### src/rtl/pipeline_ctrl.sv
// pipeline_ctrl
//   Central sequencer for the five-stage pipeline latches. From the cache
//   handshakes, load-use detection, taken branches and halt it produces the
//   PC enable and the per-latch enable/flush controls. It also runs a
//   RUN/MEMWAIT/HALT state machine, keeps saturating stall and flush counters,
//   and raises a sticky watchdog flag when a data access waits too long.
//
// Parameters
//   CNT_W        width of stall_cnt / flush_cnt
//   MEM_TIMEOUT  MEMWAIT cycles after which mem_timeout is raised (>= 1)
//
// Ports
//   CLK, nRST                      clock (posedge), asynchronous active-low reset
//   ihit, dhit                     fetch / data access completes this cycle
//   mem_dREN, mem_dWEN             EX/MEM latch holds a load / store
//   ex_dREN, ex_wsel               ID/EX latch holds a load and its destination
//   id_rs, id_rt, id_uses_rt       source registers of the decode instruction
//   ex_branch_taken                PC redirect resolved in EX
//   wb_halt                        halt has reached the MEM/WB output
//   pc_en                          PC load enable
//   ifid_en/_flush, idex_en/_flush IF/ID and ID/EX latch controls
//   exmem_en/_flush, memwb_en      EX/MEM and MEM/WB latch controls
//   halted                         pipeline halted, held until reset
//   mem_timeout                    sticky watchdog flag
//   stall_cnt, flush_cnt           saturating performance counters

module pipeline_ctrl #(
    parameter int CNT_W       = 16,
    parameter int MEM_TIMEOUT = 64
) (
    input  logic             CLK,
    input  logic             nRST,
    input  logic             ihit,
    input  logic             dhit,
    input  logic             mem_dREN,
    input  logic             mem_dWEN,
    input  logic             ex_dREN,
    input  logic [4:0]       ex_wsel,
    input  logic [4:0]       id_rs,
    input  logic [4:0]       id_rt,
    input  logic             id_uses_rt,
    input  logic             ex_branch_taken,
    input  logic             wb_halt,
    output logic             pc_en,
    output logic             ifid_en,
    output logic             ifid_flush,
    output logic             idex_en,
    output logic             idex_flush,
    output logic             exmem_en,
    output logic             exmem_flush,
    output logic             memwb_en,
    output logic             halted,
    output logic             mem_timeout,
    output logic [CNT_W-1:0] stall_cnt,
    output logic [CNT_W-1:0] flush_cnt
);

    // One extra count of headroom so the watchdog can sit at MEM_TIMEOUT.
    localparam int WAIT_W = $clog2(MEM_TIMEOUT + 1);

    typedef enum logic [1:0] {
        RUN     = 2'd0,
        MEMWAIT = 2'd1,
        HALT    = 2'd2
    } state_t;

    state_t            state;
    state_t            next_state;
    logic              mem_req;
    logic              dstall;
    logic              load_use;
    logic              halt_now;
    logic [WAIT_W-1:0] wait_cnt;

    assign mem_req  = mem_dREN | mem_dWEN;
    assign dstall   = mem_req & ~dhit;
    // Register 0 is hardwired, so a load into it never creates a hazard.
    assign load_use = ex_dREN & (ex_wsel != 5'd0) &
                      ((ex_wsel == id_rs) | (id_uses_rt & (ex_wsel == id_rt)));
    // wb_halt takes effect in the same cycle it appears, before HALT is entered.
    assign halt_now = (state == HALT) | wb_halt;

    // No condition currently needs to squash EX/MEM.
    assign exmem_flush = 1'b0;

    always_ff @(posedge CLK or negedge nRST) begin
        if (!nRST) begin
            state <= RUN;
        end else begin
            state <= next_state;
        end
    end

    always_comb begin
        next_state = state;
        case (state)
            RUN: begin
                if (wb_halt) begin
                    next_state = HALT;
                end else if (dstall) begin
                    next_state = MEMWAIT;
                end
            end
            MEMWAIT: begin
                if (wb_halt) begin
                    next_state = HALT;
                end else if (dhit) begin
                    next_state = RUN;
                end
            end
            HALT: begin
                next_state = HALT;
            end
            default: begin
                next_state = RUN;
            end
        endcase
    end

    // Priority chain: halt, data stall, redirect, load-use bubble, fetch miss.
    // Flushes are raised alongside a deasserted enable so a flushed latch
    // always loads its reset values.
    always_comb begin
        pc_en      = 1'b0;
        ifid_en    = 1'b0;
        ifid_flush = 1'b0;
        idex_en    = 1'b0;
        idex_flush = 1'b0;
        exmem_en   = 1'b0;
        memwb_en   = 1'b0;
        halted     = 1'b0;
        if (nRST) begin
            if (halt_now) begin
                halted = 1'b1;
            end else if (dstall) begin
                pc_en = 1'b0;
            end else if (ex_branch_taken) begin
                pc_en      = 1'b1;
                ifid_flush = 1'b1;
                idex_flush = 1'b1;
                exmem_en   = 1'b1;
                memwb_en   = 1'b1;
            end else if (load_use) begin
                idex_flush = 1'b1;
                exmem_en   = 1'b1;
                memwb_en   = 1'b1;
            end else if (!ihit) begin
                ifid_flush = 1'b1;
                idex_en    = 1'b1;
                exmem_en   = 1'b1;
                memwb_en   = 1'b1;
            end else begin
                pc_en    = 1'b1;
                ifid_en  = 1'b1;
                idex_en  = 1'b1;
                exmem_en = 1'b1;
                memwb_en = 1'b1;
            end
        end
    end

    // wait_cnt holds the number of MEMWAIT cycles completed so far; it stops
    // at MEM_TIMEOUT so a very long wait cannot wrap it.
    always_ff @(posedge CLK or negedge nRST) begin
        if (!nRST) begin
            wait_cnt    <= '0;
            mem_timeout <= 1'b0;
        end else begin
            if ((state == RUN) && (next_state == MEMWAIT)) begin
                wait_cnt <= '0;
            end else if ((state == MEMWAIT) && (wait_cnt != WAIT_W'(MEM_TIMEOUT))) begin
                wait_cnt <= wait_cnt + WAIT_W'(1);
            end
            if ((state == MEMWAIT) && (wait_cnt == WAIT_W'(MEM_TIMEOUT - 1))) begin
                mem_timeout <= 1'b1;
            end
        end
    end

    // The cycle that raises halted already counts as halted, so counters freeze then.
    always_ff @(posedge CLK or negedge nRST) begin
        if (!nRST) begin
            stall_cnt <= '0;
            flush_cnt <= '0;
        end else if (!halted) begin
            if (!pc_en && (stall_cnt != {CNT_W{1'b1}})) begin
                stall_cnt <= stall_cnt + CNT_W'(1);
            end
            if (idex_flush && (flush_cnt != {CNT_W{1'b1}})) begin
                flush_cnt <= flush_cnt + CNT_W'(1);
            end
        end
    end

endmodule

### config.mk
export PLATFORM = sky130hd
export DESIGN_NAME = pipeline_ctrl
export DESIGN_NICKNAME = d
export VERILOG_FILES = /design/src/rtl/pipeline_ctrl.sv
export SDC_FILE = /design/constraint.sdc
export NUM_CORES = 1
export LEC_CHECK = 0
export BUFFER_PORTS_ARGS = -buffer_cell sky130_fd_sc_hd__buf_2
export CAP_MARGIN = 20
export CORE_MARGIN = 2
export CORE_UTILIZATION = 46
export CTS_BUF_LIST = sky130_fd_sc_hd__clkbuf_16
export CTS_CLUSTER_DIAMETER = 40
export DETAILED_ROUTE_END_ITERATION = 10
export GPL_ROUTABILITY_DRIVEN = 0
export PLACE_DENSITY = 0.83
export SLEW_MARGIN = 30
export SYNTH_ARGS = -nofsm -noshare
export SYNTH_HDL_FRONTEND = slang
export SYNTH_SLANG_ARGS = --single-unit
### constraint.sdc
create_clock -name CLK -period 1.85 [get_ports CLK]
set_input_delay 0 -clock CLK [delete_from_list [all_inputs] [get_ports CLK]]
set_output_delay 0 -clock CLK [all_outputs]
set_load 0.05 [all_outputs]
==> out/results.tsv <==
metric	value	unit
Leakage	1.617	nW
vias in the first global route	1966	
failing checks	negative setup slack	
Synthesized Nets	253	
sw frac	39.62	%
post-detailed-route via-to-cell ratio	5.153	
Fin Clk Skew	0.003968	ns
Psw	1.343	mW
Inst Count DP	390	
synth unique cells	39	
Die W	73.92	um
via count	2092	
sequential power share	35.2	%
worst-path maximum fanout	7	
drt total wl	6080	um
RSZ-0062 raised after global routing	true	
Least-Margin Pin Slew	0.5407	ns
H-tree levels	2	
largest net degree at the start of global routing	43	
Main synth FF type	dfrtp_1	
largest area contributor in the netlist	dfrtp_1	
Root Buffer	clkbuf_16	
Async S/R FF share, synth	100.0	%
Final setup violation count	16	
cts bufs inserted	5	
Starting Density	47.60	%
clock share of power	24.2	%
clk buf depth	2	
peak supply drop	0.9036	mV
largest cells by area after synthesis	dfrtp_1 (47%), xnor2_1 (11%), xor2_1 (6.6%)	
first-pass GRT wire length	9114	um
clk slew on worst S/H paths	0.06	ns
Highest Clock Rate	0.4964	GHz
All-Layer GR Usage	22.11	%
yosys warns	0	
power per cell area	1011	nW/um^2
Crit. End Element	register	
fraction of layout cells with a size suffix above 1	45.43	%
Worst R2R Start	stall_cnt[1]$_DFFE_PN0P_	
FF+latch count, synth	42	
Post-Syn Area	2248	sq um
final hold vios	0	
cell row count	25	
WP data arrival	2.22	ns
CTS tree	built	
Setup WS post-layout	-0.1645	ns
WL per Instance	14.98	um
total of max-cap violations	0	
Sink Count	42	
core area	4723	sq um
area share of the largest cell type after synthesis	46.74	%
Combinational Power Share	40.6	%
initial antenna violation count	0	
Final period util	108.9	%
final std cells w/o fill	406	
Final #Nets	367	
Post-Synthesis Cells	224	
Max Slew Vio Count	0	
clock latency on the worst-skew pair	0.29	ns
Post-DRT Antenna Nets	0	
Worst Setup SP	stall_cnt[1]$_DFFE_PN0P_	
Syn Area/Cell	10.04	sq um
Detailed Route Iter0 Violations	124	
Residual DRC	0	
sequential share of the synthesized area	46.74	%
internal power	2.047	mW
count of buffers from port buffering	65	
required time of the critical path	2.05	ns
Area growth syn-to-layout	49.14	%
Final Util	70.99	%
height of the die	73.92	um
Critical Setup Path Class	register to register	
Ports	67	
Tmin final	2.015	ns
HPWL Detailed	4049	um
Critical Path Start Type	register	
outcome	finished, violations left	
drt pass-1 iters	4	
Antenna diodes	0	
final hold slack	0.04734	ns
hold path start	wb_halt	
Relative slew margins	63.95	%
number of synthesized flops with an enable pin	0	
DIE AREA	5463	sq um
Worst Hold Class	input pin to register	
grt ovf	0	
==> kinds of logic (layout without fill, tap and decap cells) <==
family          Yosys count  in the layout  share of synthesized area [%]
xor+xnor                 45             45                          17.53
simple gates             99             99                          23.43
mux                       2              2                          1.002
other cells               1              1                         0.1668
flops                    42             42                          46.74
compound gates           16             17                          4.898
fa+ha+maj                 4              4                          2.226
buf+inv                  15            129                          4.006
==> area by class of cell <==
type,instances,area (sq um)
Clock buffer,5,125.1
Clock inverter,3,11.26
Fill cell,337,1370
Inverter,8,30.03
Multi-Input combinational cell,168,1303
Sequential cell,42,1059
Tap cell,67,83.83
Timing Repair Buffer,113,742.0
==> power by group through the flow <==
stage | sequential (mW) | combinational (mW) | clock (mW)
final | 1.19 | 1.38 | 0.821
after global routing | 1.21 | 1.47 | 0.867
after CTS | 1.19 | 1.35 | 0.829
after detailed placement | 1.20 | 1.32 | 0
after global placement | 1.19 | 1.28 | 0
after floorplan | 1.68 | 0.337 | 0
==> layout by cell type, fill, tap and decap left out, types with 7 or more instances in the layout <==
master and instances:
nand4_1 16, nand2_1 11, xor2_1 16, nor2_4 8
dfrtp_1 36, inv_1 11, buf_2 65, xnor2_1 28
nor2_1 13, and3_1 7, buf_4 38, nand3_1 13
==> cells in the mapped netlist, drive strengths merged (3+ instances only) <==
| cell | instances |
|---|---|
| nand4 | 16 |
| nor2 | 21 |
| xnor2 | 28 |
| buf | 5 |
| and2 | 3 |
| dfrtp | 42 |
| ha | 4 |
| nand3 | 13 |
| o21ai | 4 |
| a21oi | 3 |
| nor4 | 4 |
| inv | 8 |
| nand2 | 14 |
| nor3 | 8 |
| xor2 | 17 |
| and3 | 9 |
==> through the flow <==
step                      total power, mW  setup TNS [ns]  setup WS, ns  cell area, sq um
after floorplan                     2.018          -5.802       -0.2572              2376
after global placement              2.478         -0.9853      -0.09572              3034
after detailed placement            2.523          -2.440       -0.2122              3034
after CTS                           3.367         -0.6954      -0.07924              3272
after global routing                3.552          -2.279       -0.2341              3353
final                               3.390          -1.211       -0.1645              3353
==> flip-flops by register name, indices dropped and copies added (netlist names) <==
register     count
flush_cnt       16
wait_cnt         7
state            2
stall_cnt       16
mem_timeout      1
==> critical path, stage by stage, from the launching register on <==
cell and delay (ns):
dfrtp_2 0.42, ha_4 0.16, nand4_1 0.11, nor4_2 0.07, or4_4 0.45, o21a_4 0.27, buf_4 0.16, nor3_4 0.11
xor2_1 0.17
==> path summary, 6_finish.rpt <==
check	endpoint	slack, ns	cells after the start
hold reg to reg	mem_timeout$_DFFE_PN0P_	0.48	1
setup reg to reg	stall_cnt[11]$_DFFE_PN0P_	-0.16	8
min in group asynchronous	wait_cnt[4]$_DFFE_PN0P_	0.39	3
setup / recovery	stall_cnt[11]$_DFFE_PN0P_	-0.16	8
max in group asynchronous	flush_cnt[3]$_DFFE_PN0P_	1.07	3
hold / removal	state[1]$_DFF_PN0_	0.05	3
==> routing by layer <==
layer	routed length (um)	track usage [%]	vias to the layer above
met1	2574	26.22	1000
met3	332	6.447	10
li1	-	-	1006
met4	129	8.687	0
met2	3044	37.70	76
met5	0	0	-
==> timing repair <==
action                                 CTS  global route
gates cloned                             1             1
setup endpoints to repair               17            23
gates resized for setup                 13             7
pin swaps                               14            10
endpoints found under the hold margin   43             0
hold buffers                             3             0
buffers inserted                         1             2
(Power assumes the default switching activity.)
